## src/rtl/det_pkg.sv

```systemverilog
// det_pkg: shared definitions for the sequential determinant engine.
//   - state_t   : FSM encoding (IDLE, MUL_A, MUL_B, DONE)
//   - MODO_*    : mode select constants carried on the modo input
//   - T_*       : number of product terms per mode
//   - *_3X3 / *_2X2 : Sarrus factor-index tables (x, y, z) and sign vectors
//   - term_info : looks up the factor indices and sign of term k
//   - last_term : index of the final term for a mode
// Element indices 0..8 map to a..i (row-major). Index 9 stands for the
// constant 1, used as the third factor of the 2x2 terms.
package det_pkg;

  typedef enum logic [1:0] {
    IDLE  = 2'd0,
    MUL_A = 2'd1,
    MUL_B = 2'd2,
    DONE  = 2'd3
  } state_t;

  localparam logic MODO_2X2 = 1'b0;
  localparam logic MODO_3X3 = 1'b1;

  localparam int unsigned T_2X2 = 2;
  localparam int unsigned T_3X3 = 6;

  typedef logic [3:0] idx_t;

  localparam idx_t IDX_ONE = 4'd9;

  // Terms: +aei, +bfg, +cdh, -ceg, -afh, -bdi
  localparam idx_t X_3X3 [6] = '{4'd0, 4'd1, 4'd2, 4'd2, 4'd0, 4'd1};
  localparam idx_t Y_3X3 [6] = '{4'd4, 4'd5, 4'd3, 4'd4, 4'd5, 4'd3};
  localparam idx_t Z_3X3 [6] = '{4'd8, 4'd6, 4'd7, 4'd6, 4'd7, 4'd8};
  localparam logic [5:0] NEG_3X3 = 6'b111000;

  // Terms: +ae*1, -bd*1
  localparam idx_t X_2X2 [2] = '{4'd0, 4'd1};
  localparam idx_t Y_2X2 [2] = '{4'd4, 4'd3};
  localparam idx_t Z_2X2 [2] = '{IDX_ONE, IDX_ONE};
  localparam logic [1:0] NEG_2X2 = 2'b10;

  typedef struct packed {
    logic neg;
    idx_t x;
    idx_t y;
    idx_t z;
  } term_t;

  // Out-of-range k (never reached by the FSM) yields a harmless zero term.
  function automatic term_t term_info(input logic modo, input logic [2:0] k);
    term_t t;
    t = '0;
    if (modo == MODO_3X3) begin
      if (k < 3'd6) begin
        t.neg = NEG_3X3[k];
        t.x   = X_3X3[k];
        t.y   = Y_3X3[k];
        t.z   = Z_3X3[k];
      end
    end else begin
      if (k < 3'd2) begin
        t.neg = NEG_2X2[k[0]];
        t.x   = X_2X2[k[0]];
        t.y   = Y_2X2[k[0]];
        t.z   = Z_2X2[k[0]];
      end
    end
    return t;
  endfunction

  function automatic logic [2:0] last_term(input logic modo);
    return (modo == MODO_3X3) ? 3'(T_3X3 - 1) : 3'(T_2X2 - 1);
  endfunction

endpackage

```

## src/rtl/det_mac.sv

```systemverilog
// det_mac: shared signed multiply/accumulate datapath.
//   Stage 1 (en_mul): p   <= x * y            (2W-bit signed product register)
//   Stage 2 (en_acc): acc <= acc +/- p * z    (RW-bit signed accumulator)
// Ports:
//   clk, rst        : clock, synchronous active-high reset
//   clear           : zero the accumulator and product register
//   en_mul, en_acc  : stage enables driven by the control FSM
//   sub             : 1 subtracts p*z from acc, 0 adds it
//   x, y, z         : signed W-bit factors
//   acc             : running signed accumulator
module det_mac #(
  parameter int W  = 8,
  parameter int RW = 3*W+1
) (
  input  logic                 clk,
  input  logic                 rst,
  input  logic                 clear,
  input  logic                 en_mul,
  input  logic                 en_acc,
  input  logic                 sub,
  input  logic signed [W-1:0]  x,
  input  logic signed [W-1:0]  y,
  input  logic signed [W-1:0]  z,
  output logic signed [RW-1:0] acc
);

  localparam int PW = 2*W;

  logic signed [PW-1:0] p;
  logic signed [RW-1:0] prod;

  // Operands are sign-extended to the result width before multiplying so the
  // products are exact.
  always_comb begin
    prod = RW'(p) * RW'(z);
  end

  always_ff @(posedge clk) begin
    if (rst || clear) begin
      p   <= '0;
      acc <= '0;
    end else begin
      if (en_mul) begin
        p <= PW'(x) * PW'(y);
      end
      if (en_acc) begin
        acc <= sub ? (acc - prod) : (acc + prod);
      end
    end
  end

endmodule

```

## src/rtl/mod_det_seq.sv

```systemverilog
// mod_det_seq: sequential signed determinant engine (2x2 or 3x3).
// One multiplier is time-shared across all Sarrus terms; each term takes
// two cycles (MUL_A then MUL_B), followed by a two-cycle DONE phase whose
// second cycle carries the done pulse and freshly registered results.
// Ports:
//   clk, rst        : clock, synchronous active-high reset
//   start, modo     : operation request and mode (0 = 2x2, 1 = 3x3), sampled in IDLE
//   matriz          : elements a..i, row-major, a at [W-1:0]
//   busy            : high in every state except IDLE
//   done            : one-cycle pulse when results are valid
//   resultado       : W-bit result (wrapped, or saturated when DET_SATURATE_EN)
//   resultado_full  : exact RW-bit signed determinant
//   flag_overflow   : exact result does not fit in signed W bits
// Build option: define DET_SATURATE_EN to saturate resultado on overflow.
module mod_det_seq
  import det_pkg::*;
#(
  parameter int W = 8
) (
  input  logic                          clk,
  input  logic                          rst,
  input  logic                          start,
  input  logic                          modo,
  input  logic [9*W-1:0]                matriz,
  output logic                          busy,
  output logic                          done,
  output logic [W-1:0]                  resultado,
  output logic signed [3*W:0]           resultado_full,
  output logic                          flag_overflow
);

  localparam int RW = 3*W+1;

  localparam logic signed [RW-1:0] MAX_POS = {{(RW-W+1){1'b0}}, {(W-1){1'b1}}};
  localparam logic signed [RW-1:0] MIN_NEG = {{(RW-W+1){1'b1}}, {(W-1){1'b0}}};

  state_t             state;
  logic [2:0]         k;
  logic [9*W-1:0]     mat_q;
  logic               modo_q;

  term_t              term_cur;
  logic signed [W-1:0] x_sel;
  logic signed [W-1:0] y_sel;
  logic signed [W-1:0] z_sel;
  logic signed [RW-1:0] acc;

  logic               mac_clear;
  logic               mac_en_mul;
  logic               mac_en_acc;

  logic               ovf;
  logic [W-1:0]       res_w;

  function automatic logic signed [W-1:0] pick(input logic [9*W-1:0] m, input idx_t idx);
    if (idx == IDX_ONE) begin
      return {{(W-1){1'b0}}, 1'b1};
    end
    return m[int'(idx)*W +: W];
  endfunction

  // Operand selection for the current term from the captured matrix.
  always_comb begin
    term_cur = term_info(modo_q, k);
    x_sel    = pick(mat_q, term_cur.x);
    y_sel    = pick(mat_q, term_cur.y);
    z_sel    = pick(mat_q, term_cur.z);
  end

  // The accumulator is cleared on the same edge that accepts a new operation.
  always_comb begin
    mac_clear  = (state == IDLE) && start;
    mac_en_mul = (state == MUL_A);
    mac_en_acc = (state == MUL_B);
  end

  det_mac #(
    .W  (W),
    .RW (RW)
  ) u_mac (
    .clk    (clk),
    .rst    (rst),
    .clear  (mac_clear),
    .en_mul (mac_en_mul),
    .en_acc (mac_en_acc),
    .sub    (term_cur.neg),
    .x      (x_sel),
    .y      (y_sel),
    .z      (z_sel),
    .acc    (acc)
  );

  // Range check and W-bit result derived from the final accumulator value.
  always_comb begin
    ovf   = (acc > MAX_POS) || (acc < MIN_NEG);
    res_w = acc[W-1:0];
`ifdef DET_SATURATE_EN
    if (ovf) begin
      res_w = acc[RW-1] ? {1'b1, {(W-1){1'b0}}} : {1'b0, {(W-1){1'b1}}};
    end
`endif
  end

  // Control FSM. DONE lasts two cycles: the first lets the last accumulate
  // settle, the second (done already set) drives the pulse and then returns
  // to IDLE, dropping busy and done together.
  always_ff @(posedge clk) begin
    if (rst) begin
      state          <= IDLE;
      k              <= '0;
      mat_q          <= '0;
      modo_q         <= 1'b0;
      busy           <= 1'b0;
      done           <= 1'b0;
      resultado      <= '0;
      resultado_full <= '0;
      flag_overflow  <= 1'b0;
    end else begin
      case (state)
        IDLE: begin
          if (start) begin
            mat_q  <= matriz;
            modo_q <= modo;
            k      <= '0;
            busy   <= 1'b1;
            state  <= MUL_A;
          end
        end
        MUL_A: begin
          state <= MUL_B;
        end
        MUL_B: begin
          if (k == last_term(modo_q)) begin
            state <= DONE;
          end else begin
            k     <= k + 3'd1;
            state <= MUL_A;
          end
        end
        DONE: begin
          if (!done) begin
            done           <= 1'b1;
            resultado_full <= acc;
            resultado      <= res_w;
            flag_overflow  <= ovf;
          end else begin
            done  <= 1'b0;
            busy  <= 1'b0;
            state <= IDLE;
          end
        end
        default: begin
          state <= IDLE;
        end
      endcase
    end
  end

endmodule

```

## config.mk

```make
export PLATFORM = sky130hd
export DESIGN_NAME = mod_det_seq
export DESIGN_NICKNAME = d
export VERILOG_FILES = /design/src/rtl/det_pkg.sv /design/src/rtl/det_mac.sv /design/src/rtl/mod_det_seq.sv
export SDC_FILE = /design/constraint.sdc
export NUM_CORES = 1
export LEC_CHECK = 0
export ABC_AREA = 1
export BUFFER_PORTS_ARGS = -buffer_cell sky130_fd_sc_hd__buf_2
export CORE_MARGIN = 2
export CORE_UTILIZATION = 25
export DETAILED_ROUTE_END_ITERATION = 16
export GPL_ROUTABILITY_DRIVEN = 0
export GPL_TIMING_DRIVEN = 0
export PLACE_DENSITY = 0.36
export SYNTH_ARGS = -nofsm -noshare
export SYNTH_HDL_FRONTEND = slang
export SYNTH_SLANG_ARGS = --single-unit
```

## constraint.sdc

```tcl
create_clock -name clk -period 9.4 [get_ports clk]
set_clock_uncertainty 0.15 [all_clocks]
set_input_delay 0.94 -clock clk [delete_from_list [all_inputs] [get_ports clk]]
set_output_delay 0.94 -clock clk [all_outputs]
set_load 0.01 [all_outputs]
```

==> impl_metrics.toml <==
[sta]
period_needed_ns = 8.76
layout_setup_ws_ns = 0.636
setup-tns-final_ns = 0
tightest_slew_ns = 0.845
setup_viol = 0
slew_violations = 0
period_share = 0.932
slew_headroom = 0.435
fmax_mhz = 114
hold_viol = 0
rsz0062_at_grt = "no"

[setup_path]
critPathKind = "reg2reg"
crit_top_cell = "nor2_1"
cp_slowest_cell = "fa_1"
cp-startpoint = "k[0]$_SDFFE_PP0P_"
rr_startpoint = "k[0]$_SDFFE_PP0P_"
start_kind = "flip-flop"
end_kind = "flip-flop"
critPathTopFamily = "adder cells"
cp.required_ns = 9.66
slowest_delay_ns = 0.59
critPathMaxFanout = 10
crit_buf_inv = 7
arrival_ns = 9.03

[synth]
synth_edf_count = 0
syn_inst = 2149
seq_area_frac_synth = 0.187
synth_nets = 2488
syn-cell-area_sq_um = 15800
synthDominantCellAreaShare = 0.203
ys_async_sr_fraction = 0
synth_flop_cell = "dfxtp_1"
netlist.top_cell.by_area = "fa_1"
syn_area_per_cell_sq_um = 7.36
yosys_warnings = 0
synth_cell_types = 57
ys_seq_elements = 148
yosys-top-cells-area = "fa_1, dfxtp_1, inv_1"

[cts]
cts_buffers = 17
cts_tree = "yes"
cts.sinks = 148
cts-root-buf = "clkbuf_16"
clk_pin_slew_ns = 0.07
clock_path_buffers = 2
hold_buffers = 0
clkLatencyLatePin_ns = 0.48
cts-htree-levels = 4

[min_path]
hold_class = "reg2reg"
min-delay-start = "mat_q[39]$_SDFFE_PP0P_"

[layout]
area_growth_pct = 14.8
fillerInstances = 7019
antenna_cells = 0
final_nets = 2617
final_common_cell = "inv_1"
layout_common_cells = "inv_1, nor2_1, nand2_1"
drive_above_1_share = 0.133

[power]
power_frac_comb = 0.647
sw_frac_of_total = 0.495
power_frac_seq = 0.172
p_int_uw = 2090
switching_power_uw = 2050
power_uw = 4140
leakage_uw = 0.00877
p_per_area_nw_per_um2 = 228
ir_drop_mv = 0.118
power_frac_clock = 0.181

[global_route]
grt_max_degree = 17
grt-ovfl-total = 0
track_usage = 0.169
grt_pass1_vias = 14500
grt_pass1_wl_mm = 85.3
antenna_found_initial = 0

[die]
start_util = 0.252
die_area_sq_um = 65300
die_y_um = 256
placeableCoreArea_sq_um = 62900
ioPinCount = 112
chipWidth_um = 256
row_count = 92

[job]
maxCapViolCount = 0

[outcome]
status = "finished clean"

[place]
hpwl_mm = 45.8
place_ws_ns = -0.0552
io_buffers = 110

[detailed_routing]
route.detailed.drc = 0
drt_iter0_markers = 661
drt-pass1-iter-count = 5
vias = 13900
drt_wl_total_mm = 53.5
drtAntennaViolNets = 0
route.detailed.wl_per_inst_um = 17.1
via_per_inst = 4.44
worst paths after layout:
| path | endpoint | cells past startpoint | slack, ns |
|---|---|---|---|
| worst max register to register | u_mac.acc[24]$_SDFFE_PP0P_ | 44 | 0.64 |
| worst min-delay path | mat_q[39]$_SDFFE_PP0P_ | 2 | 0.31 |
| worst min register to register | mat_q[39]$_SDFFE_PP0P_ | 2 | 0.31 |
| worst max-delay path | u_mac.acc[24]$_SDFFE_PP0P_ | 44 | 0.64 |
per-layer routing:
metal	wire length, um	part of all wire	up-vias	GRT usage
met5	0	0	-	0
met4	1150	0.022	0	0.0437
met3	1570	0.029	60	0.0252
met2	25800	0.48	214	0.290
met1	25000	0.47	6647	0.220
li1	-	-	7016	-
state kept, by name, summed over array words and instances, names as in the netlist, named ones only:
name            flops
u_mac.p            16
resultado_full     18
resultado           7
done                1
mat_q              72
modo_q              1
busy                1
flag_overflow       1
u_mac.acc          25
k                   3
state               2
kinds of logic (layout without fill, tap and decap cells):
group / Yosys count / count (layout) / synth area share
AOI/OAI and AO/OA: 478 / 478 / 0.175
xor gates and xnor gates: 68 / 68 / 0.0386
adders and majority gates: 263 / 263 / 0.284
buffers and inverters: 512 / 654 / 0.128
DFF: 148 / 148 / 0.187
and+or+nand+nor: 680 / 680 / 0.187
synthesized netlist by cell type, drive strengths merged, types with 29 or more instances:
cell and instances:
o21ai 213, a21oi 200, ha 103, xnor2 29, buf 32, nor2 309
clkbuf 43, inv 433, xor2 39, dfxtp 148, nand2 283, fa 160
nand3 38
metrics by stage:
step            util  hold WS [ns]  std cells  cell area, sq um
5_1_grt        0.289         0.334       3137             18200
3_5_place_dp   0.277         0.298       3105             17400
6_report       0.289         0.306       3137             18200
2_1_floorplan      -         0.280       2149             15800
4_1_cts        0.287         0.309       3137             18000
3_3_place_gp   0.277         0.291       3105             17400
power groups by stage:
stage | sequential, uW | clock (uW) | combinational (uW)
finish | 711 | 749 | 2680
global route | 717 | 793 | 3100
CTS | 711 | 771 | 2720
detailed placement | 725 | 0 | 2680
global placement | 725 | 0 | 2700
floorplan | 714 | 0 | 2020
worst min-delay path, stage by stage, from the launching register on:
cell	delay [ns]
dfxtp_1	0.30
inv_1	0.06
a21oi_1	0.05
layout make-up:
cell class	count	area [sq um]	share of cell area
inverters	437	1650	0.0906
repair buffers	111	558	0.0307
well taps	846	1060	0.0583
clock inverters	15	190	0.0105
clock buffers	17	425	0.0234
multi-input cells	1489	10900	0.602
flip-flops and latches	148	2960	0.163
plain buffers	74	385	0.0212
what timing repair did:
action                                  in CTS  in global routing
pin swaps                                    0                  1
buffers inserted                             0                  1
resized for setup                            1                 33
endpoints found under the setup margin       2                  8
Note: power is estimated with default switching activity, not from simulation.
